File: src/rtl/mc_ctrl_pkg.sv
// Shared encodings for the multi-cycle MIPS main control unit: state codes,
// opcode values, ALU/mux select codes and the bundled Moore control word.
package mc_ctrl_pkg;

  typedef enum logic [3:0] {
    S_FETCH     = 4'd0,
    S_DECODE    = 4'd1,
    S_MEM_ADDR  = 4'd2,
    S_MEM_READ  = 4'd3,
    S_MEM_WB    = 4'd4,
    S_MEM_WRITE = 4'd5,
    S_R_EXEC    = 4'd6,
    S_R_WB      = 4'd7,
    S_BRANCH    = 4'd8,
    S_JUMP      = 4'd9,
    S_I_EXEC    = 4'd10,
    S_I_WB      = 4'd11,
    S_HALT      = 4'd12
  } state_e;

  localparam logic [5:0] OP_RTYPE = 6'b000000;
  localparam logic [5:0] OP_LW    = 6'b100011;
  localparam logic [5:0] OP_SW    = 6'b101011;
  localparam logic [5:0] OP_BEQ   = 6'b000100;
  localparam logic [5:0] OP_BNE   = 6'b000101;
  localparam logic [5:0] OP_J     = 6'b000010;
  localparam logic [5:0] OP_ADDI  = 6'b001000;
  localparam logic [5:0] OP_ANDI  = 6'b001100;
  localparam logic [5:0] OP_ORI   = 6'b001101;
  localparam logic [5:0] OP_SLTI  = 6'b001010;

  localparam logic [1:0] ALUOP_ADD   = 2'b00;
  localparam logic [1:0] ALUOP_SUB   = 2'b01;
  localparam logic [1:0] ALUOP_FUNCT = 2'b10;
  localparam logic [1:0] ALUOP_IMM   = 2'b11;

  localparam logic [1:0] ALUSRCB_B      = 2'b00;
  localparam logic [1:0] ALUSRCB_FOUR   = 2'b01;
  localparam logic [1:0] ALUSRCB_IMM    = 2'b10;
  localparam logic [1:0] ALUSRCB_BRANCH = 2'b11;

  localparam logic [1:0] PCSRC_ALU    = 2'b00;
  localparam logic [1:0] PCSRC_ALUOUT = 2'b01;
  localparam logic [1:0] PCSRC_JUMP   = 2'b10;

  // Moore control word decoded from the state register.
  typedef struct packed {
    logic       pc_write;
    logic       pc_write_cond;
    logic       branch_ne;
    logic       ior_d;
    logic       mem_read;
    logic       mem_write;
    logic       ir_write;
    logic       reg_dst;
    logic       mem_to_reg;
    logic       reg_write;
    logic       alu_src_a;
    logic [1:0] alu_src_b;
    logic [1:0] alu_op;
    logic [1:0] pc_source;
  } ctrl_t;

endpackage

File: src/rtl/mc_control_fsm.sv
// Multi-cycle MIPS main control FSM: sequences FETCH/DECODE/EXEC/MEM/WB and
// drives PC, memory, IR, ALU and register-file strobes and selects.
module mc_control_fsm
  import mc_ctrl_pkg::*;
#(
  parameter int OPC_W        = 6,
  parameter bit ILLEGAL_TRAP = 1'b0
) (
  input  logic             clock,
  input  logic             reset,
  input  logic [OPC_W-1:0] opcode,
  input  logic             zero,
  output logic             pcEn,
  output logic             iorD,
  output logic             memRead,
  output logic             memWrite,
  output logic             irWrite,
  output logic             regDst,
  output logic             memToReg,
  output logic             regWrite,
  output logic             aluSrcA,
  output logic [1:0]       aluSrcB,
  output logic [1:0]       aluOp,
  output logic [1:0]       pcSource,
  output logic [3:0]       state,
  output logic             illegalOp
);

  state_e state_q, state_d;
  logic   illegal_dec;
  ctrl_t  ctrl, ctrl_g;

  // NOTE: sequential state uses non-blocking assignment; reset is sampled on the clock edge.
  always_ff @(posedge clock) begin
    if (reset) state_q <= S_FETCH;
    else       state_q <= state_d;
  end

  always_comb begin
    state_d     = S_FETCH;
    illegal_dec = 1'b0;
    case (state_q)
      S_FETCH:  state_d = S_DECODE;
      S_DECODE: begin
        case (opcode)
          OP_RTYPE:                         state_d = S_R_EXEC;
          OP_LW, OP_SW:                     state_d = S_MEM_ADDR;
          OP_BEQ, OP_BNE:                   state_d = S_BRANCH;
          OP_J:                             state_d = S_JUMP;
          OP_ADDI, OP_ANDI, OP_ORI, OP_SLTI: state_d = S_I_EXEC;
          default: begin
            illegal_dec = 1'b1;
            state_d     = ILLEGAL_TRAP ? S_HALT : S_FETCH;
          end
        endcase
      end
      S_MEM_ADDR: state_d = (opcode == OP_LW) ? S_MEM_READ : S_MEM_WRITE;
      S_MEM_READ: state_d = S_MEM_WB;
      S_R_EXEC:   state_d = S_R_WB;
      S_I_EXEC:   state_d = S_I_WB;
      S_HALT:     state_d = S_HALT;
      default:    state_d = S_FETCH;
    endcase
  end

  always_comb begin
    ctrl = '0;
    case (state_q)
      S_FETCH: begin
        ctrl.mem_read  = 1'b1;
        ctrl.ir_write  = 1'b1;
        ctrl.alu_src_b = ALUSRCB_FOUR;
        ctrl.pc_write  = 1'b1;
      end
      S_DECODE: ctrl.alu_src_b = ALUSRCB_BRANCH;
      S_MEM_ADDR: begin
        ctrl.alu_src_a = 1'b1;
        ctrl.alu_src_b = ALUSRCB_IMM;
      end
      S_MEM_READ: begin
        ctrl.mem_read = 1'b1;
        ctrl.ior_d    = 1'b1;
      end
      S_MEM_WB: begin
        ctrl.reg_write  = 1'b1;
        ctrl.mem_to_reg = 1'b1;
      end
      S_MEM_WRITE: begin
        ctrl.mem_write = 1'b1;
        ctrl.ior_d     = 1'b1;
      end
      S_R_EXEC: begin
        ctrl.alu_src_a = 1'b1;
        ctrl.alu_op    = ALUOP_FUNCT;
      end
      S_R_WB: begin
        ctrl.reg_write = 1'b1;
        ctrl.reg_dst   = 1'b1;
      end
      S_BRANCH: begin
        ctrl.alu_src_a     = 1'b1;
        ctrl.alu_op        = ALUOP_SUB;
        ctrl.pc_write_cond = 1'b1;
        ctrl.pc_source     = PCSRC_ALUOUT;
        ctrl.branch_ne     = (opcode == OP_BNE);
      end
      S_JUMP: begin
        ctrl.pc_write  = 1'b1;
        ctrl.pc_source = PCSRC_JUMP;
      end
      S_I_EXEC: begin
        ctrl.alu_src_a = 1'b1;
        ctrl.alu_src_b = ALUSRCB_IMM;
        ctrl.alu_op    = ALUOP_IMM;
      end
      S_I_WB:  ctrl.reg_write = 1'b1;
      default: ctrl = '0;
    endcase
  end

  // Reset silences every strobe and select combinationally, so an aborted
  // instruction cannot leak a write in the reset cycle.
  assign ctrl_g = reset ? '0 : ctrl;

  assign pcEn      = ctrl_g.pc_write | (ctrl_g.pc_write_cond & (zero ^ ctrl_g.branch_ne));
  assign iorD      = ctrl_g.ior_d;
  assign memRead   = ctrl_g.mem_read;
  assign memWrite  = ctrl_g.mem_write;
  assign irWrite   = ctrl_g.ir_write;
  assign regDst    = ctrl_g.reg_dst;
  assign memToReg  = ctrl_g.mem_to_reg;
  assign regWrite  = ctrl_g.reg_write;
  assign aluSrcA   = ctrl_g.alu_src_a;
  assign aluSrcB   = ctrl_g.alu_src_b;
  assign aluOp     = ctrl_g.alu_op;
  assign pcSource  = ctrl_g.pc_source;
  assign illegalOp = illegal_dec & ~reset;
  assign state     = state_q;

endmodule

File: config.mk
export PLATFORM = sky130hd
export DESIGN_NAME = mc_control_fsm
export DESIGN_NICKNAME = d
export VERILOG_FILES = /design/src/rtl/mc_ctrl_pkg.sv /design/src/rtl/mc_control_fsm.sv
export SDC_FILE = /design/constraint.sdc
export NUM_CORES = 1
export LEC_CHECK = 0
export BUFFER_PORTS_ARGS = -buffer_cell sky130_fd_sc_hd__buf_2
export CAP_MARGIN = 20
export CORE_ASPECT_RATIO = 0.6
export CORE_UTILIZATION = 25
export DETAILED_ROUTE_END_ITERATION = 6
export GPL_TIMING_DRIVEN = 0
export PLACE_DENSITY = 0.59
export SKIP_LAST_GASP = 1
export SYNTH_ARGS = -nofsm -noshare
export SYNTH_HDL_FRONTEND = slang
export SYNTH_SLANG_ARGS = --single-unit
File: constraint.sdc
create_clock -name clock -period 1.6 [get_ports clock]
set_input_delay 0.24 -clock clock [delete_from_list [all_inputs] [get_ports clock]]
set_output_delay 0.24 -clock clock [all_outputs]
set_load 0.02 [all_outputs]
# Yosys cells after proc, flatten, opt, wreduce, memory -nomap -nowiden
# Cells that the tools add are included.
[word_totals]
regBits = 4
in_bits = 9
output_inout_bits = 20
wordCells = 58
[classes]
n_eq_ne = 21
n_mux = 19
bitwise_logic = 5
n_reduce_logical = 12
[ops]
columns = ["op", "count"]
rows = [
  ["one-hot mux 4 bit (7 select lines)", 1],
  ["equality test 6 x 4 -> 1 bit (second input constant)", 4],
  ["equality test 4 bit (second input constant)", 5],
  ["one-hot mux 4 bit (5 select lines)", 1],
  ["2-to-1 mux 17 bit", 1],
  ["equality test 4 x 3 -> 1 bit (second input constant)", 4],
  ["equality test 6 x 3 -> 1 bit (second input constant)", 2],
  ["equality test 6 bit (second input constant)", 2],
  ["one-hot mux 2 bit (3 select lines)", 2],
  ["OR reduction 2 bit", 6],
  ["2-to-1 mux 1 bit", 11],
  ["OR reduction 10 bit", 1],
  ["equality test 4 x 2 -> 1 bit (second input constant)", 2],
  ["OR reduction 4 bit", 2],
  ["equality test 6 x 2 -> 1 bit (second input constant)", 1],
  ["zero test 6 bit", 1],
  ["equality test 4 x 1 -> 1 bit (second input constant)", 1],
  ["zero test 4 bit", 1],
  ["one-hot mux 2 bit (2 select lines)", 1],
  ["2-to-1 mux 3 bit", 1],
  ["OR reduction 3 bit", 1],
  ["AND 1 bit", 2],
  ["2-to-1 mux 2 bit", 1],
  ["inverter 1 bit", 1],
  ["other kinds (2)", 2],
]

# Longest topological paths before layout
[logic_depth]
word_depth = 7
depth_mapped = 5

# Worst setup path before layout
# OpenSTA, ideal clock, no wires.
[synth_timing]
path_type = "reg2out"
startpoint = "reg state_q[1] (netlist: state[1])"
endpoint = "out memRead"
arrival_time_ns = 1.468
required_ns = 1.360
path_slack_ns = -0.108
stages_incl_launch_ff = 4
path_cell_list = "dfxtp_1 buf_2 xor2_1 nor4_1"
[synth_via]
elab_chain_len = 4
elab_cells_between_ends = 5
classes_between = "eq/ne (1); mux (2); reduce/logical (2)"
[synth_rtl]
columns = ["item", "line", "rtl"]
rows = [
  ["start, declared", "mc_control_fsm.sv:29", "state_e state_q, state_d;"],
  ["start signal, assigned", "mc_control_fsm.sv:36", "else state_q <= state_d;"],
  ["equality test 4 x 2 -> 1 bit or zero test 4 bit (tied branches)", "mc_control_fsm.sv:68", "case (state_q)"],
  ["OR reduction 2 bit (no line) *", "n/a", ""],
  ["2-to-1 mux 1 bit *", "mc_control_fsm.sv:68", ""],
  ["2-to-1 mux 17 bit *", "mc_control_fsm.sv:123", "assign ctrl_g = reset ? '0 : ctrl;"],
  ["end, declared", "mc_control_fsm.sv:15", "output logic memRead,"],
]
# Mark *: on every way between the ends. The rest lies on a longest branch, timed or not.

# Worst setup path in the final report
[layout_timing]
startpoint = "reg state_q[3] (netlist: state[3])"
endpoint = "out memRead"
# Same word-level chain as after synthesis.

==> reports/metrics.cfg <==
[status]
status=finished with violations
violations=setup timing

[pwr]
ir_worst_vdd_uv=278
power_density_nw_per_um2=496
power.total_w=0.000511
power.static_leakage_nw=0.442

[drt]
drc_errors=0
wl_mm=2.45
vias=846
viasPerCell=5.35
ant_nets=0
drtIter0Drc=29
dr.pass1.iters=4
wl_per_cell_um=15.5

[critical_path]
crit_chain=buf_6 > buf_4 > nor4_2 > buf_2
arrival_ns=1.36
critPathBufInv=3
crit_type=flop to output port
required_ns=1.36
r2r-start=state[3]$_SDFF_PP0_
cp-start-kind=flop
path_delay_family=buffers and inverters
max_stage_delay_ns=0.36
slowest_stage=dfxtp_4
startpoint=state[3]$_SDFF_PP0_
critical_path.max_fanout=5
end_kind=output port

[floorplan]
die_y_um=40.3
io-pin-count=29
fp.dieW_um=65.9
start_util_pct=27.3
rows=13
die_area_um2=2660
core_um2=2240

[yosys]
synth_compound_gate_area_share_pct=30.5
synth_simple_gate_area_share_pct=41.9
synth.area.mux_share_pct=0
synthAdderAreaFrac_pct=0
ys.flop_type=dfxtp_1
syn_avg_cell_area_um2=6.80
ys.warnings.count=0
synth_top_family_by_area=simple AND/OR/NAND/NOR gates
synth_seq_cells=4
synth_cell_types=36
seq_area_frac_synth_pct=13.1
synth_nets=99
synth_edf_count=0
synth-xor-area-share_pct=5.73
syn_inst=90
synth_area_um2=612
synthArstFlopShare_pct=0

[timing]
setup_tns_ns=-0.00134
slew-limit-headroom_pct=67.8
setup_slack_ns=-0.00134
final-hold-violation-count=0
fin_crit_sh_pct=100
fin_skew_ns=0.00532
rsz0062_at_grt=true
fin_crit_ns=1.60
clock.fmax_mhz=624
setup_viol=1
slew_viol_final=0
tightest_slew_ns=0.483

[clocking]
cts.clk_slew.worst_paths_ns=0.03
clock_path_buffers=2
worstSkewPairLatency_ns=0.22
numCtsBuffers=3
cts_root_buf=clkbuf_8
cts_tree=yes
cts_max_level=1
postCtsHoldBufs=0
cts.sinks=4

[place]
io_buffers=27
place_congestion=0.804
dp_hpwl_mm=1.63
placed_cells=147

[layout]
final_nets=139
largest_register_ffs=4
multi_input_area_um2=563
seq_area_um2=91.3
diodes=0
layout-drive-gt1-share_pct=48.4
layout_common_cells=buf_2 (22), buf_4 (13), nor2_1 (10), buf_6 (5), nand2_1 (5)
fillers=224
syn2layout_area_growth_pct=68.5
finalNonFillerCells=158
final_common_cell=buf_2

[global_route]
antenna_found_initial=0
grt_pass1_wl_mm=3.51
overflow=0
grt_pass1_vias=747
grt_max_degree=11
grt.total_usage_pct=18.5

[run]
maxCapViolations=0

[worst_hold_path]
hold_path.startpoint=opcode[2]
hp-class=input port to flop

[through the flow]
stage                     util [%]  hold WS (ns)  worst slack, ns  area, um^2
after floorplan                  -         0.438           -0.100         618
after global placement        35.2         0.595           0.0561         791
after detailed placement      35.2         0.615           0.0283         791
after CTS                     42.1         0.379          -0.0180         946
after global routing          45.9         0.407          -0.0358        1030
final                         45.9         0.382         -0.00134        1030
[synthesized netlist by cell type (2+ instances only)]
master	n	area, um^2
nor2_1	12	45.0
nand2_1	6	22.5
nand2b_1	6	37.5
nor4_1	5	31.3
a21oi_1	4	20.0
buf_2	4	20.0
dfxtp_1	4	80.1
inv_1	4	15.0
nor2b_1	4	25.0
nor3_1	4	20.0
o21ai_0	3	15.0
o21bai_1	3	22.5
a211oi_1	2	15.0
a31oi_1	2	12.5
a32oi_1	2	17.5
buf_1	2	7.51
nand3b_1	2	15.0
xnor2_1	2	17.5
xor2_1	2	17.5
[final timing paths]
check,end,cells after the start,slack [ns]
min reg2reg,state[2]$_SDFF_PP0_,3,0.71
max reg2reg,state[1]$_SDFF_PP0_,6,0.34
min,state[1]$_SDFF_PP0_,4,0.38
max,memRead,4,-0.001
[layout make-up]
cell class / instances / share of cell area (%)
Tap cell: 30 / 3.64
Timing Repair Buffer: 35 / 20.5
Inverter: 4 / 1.46
Clock buffer: 3 / 4.00
Buffer: 7 / 6.92
Multi-Input combinational cell: 75 / 54.6
Sequential cell: 4 / 8.86
[cell families (layout without fill, tap and decap cells)]
kind of cell    count (synthesis)  after routing
simple gates                   46             46
flops                           4              4
buf+inv                        11             49
xor+xnor                        4              4
compound gates                 25             25
[timing repair]
action                                  CTS  global route
gates resized for setup                  27            13
endpoints found under the setup margin   13             7
setup buffers                             3             4
gates cloned                              0             1
pin swaps                                 0             4
[tightest hold or removal path, cell delays in order]
cell and delay, ns:
buf_6 0.11, o31ai_1 0.08, nand2_1 0.06, a21oi_1 0.07
[per-layer routing]
metal | part of all wire (%) | GRT usage (%) | vias up
met5 | 0 | 0 | -
met4 | 2.0 | 7.61 | 0
met3 | 7.8 | 4.55 | 6
met2 | 44 | 29.6 | 41
met1 | 47 | 24.2 | 390
li1 | - | - | 409
[where the power goes]
group / internal (W) / switching (W)
Sequential: 0.0000996 / 0.00000374
Clock: 0.000161 / 0.0000598
Combinational: 0.0000758 / 0.000111
(Power assumes the default switching activity.)
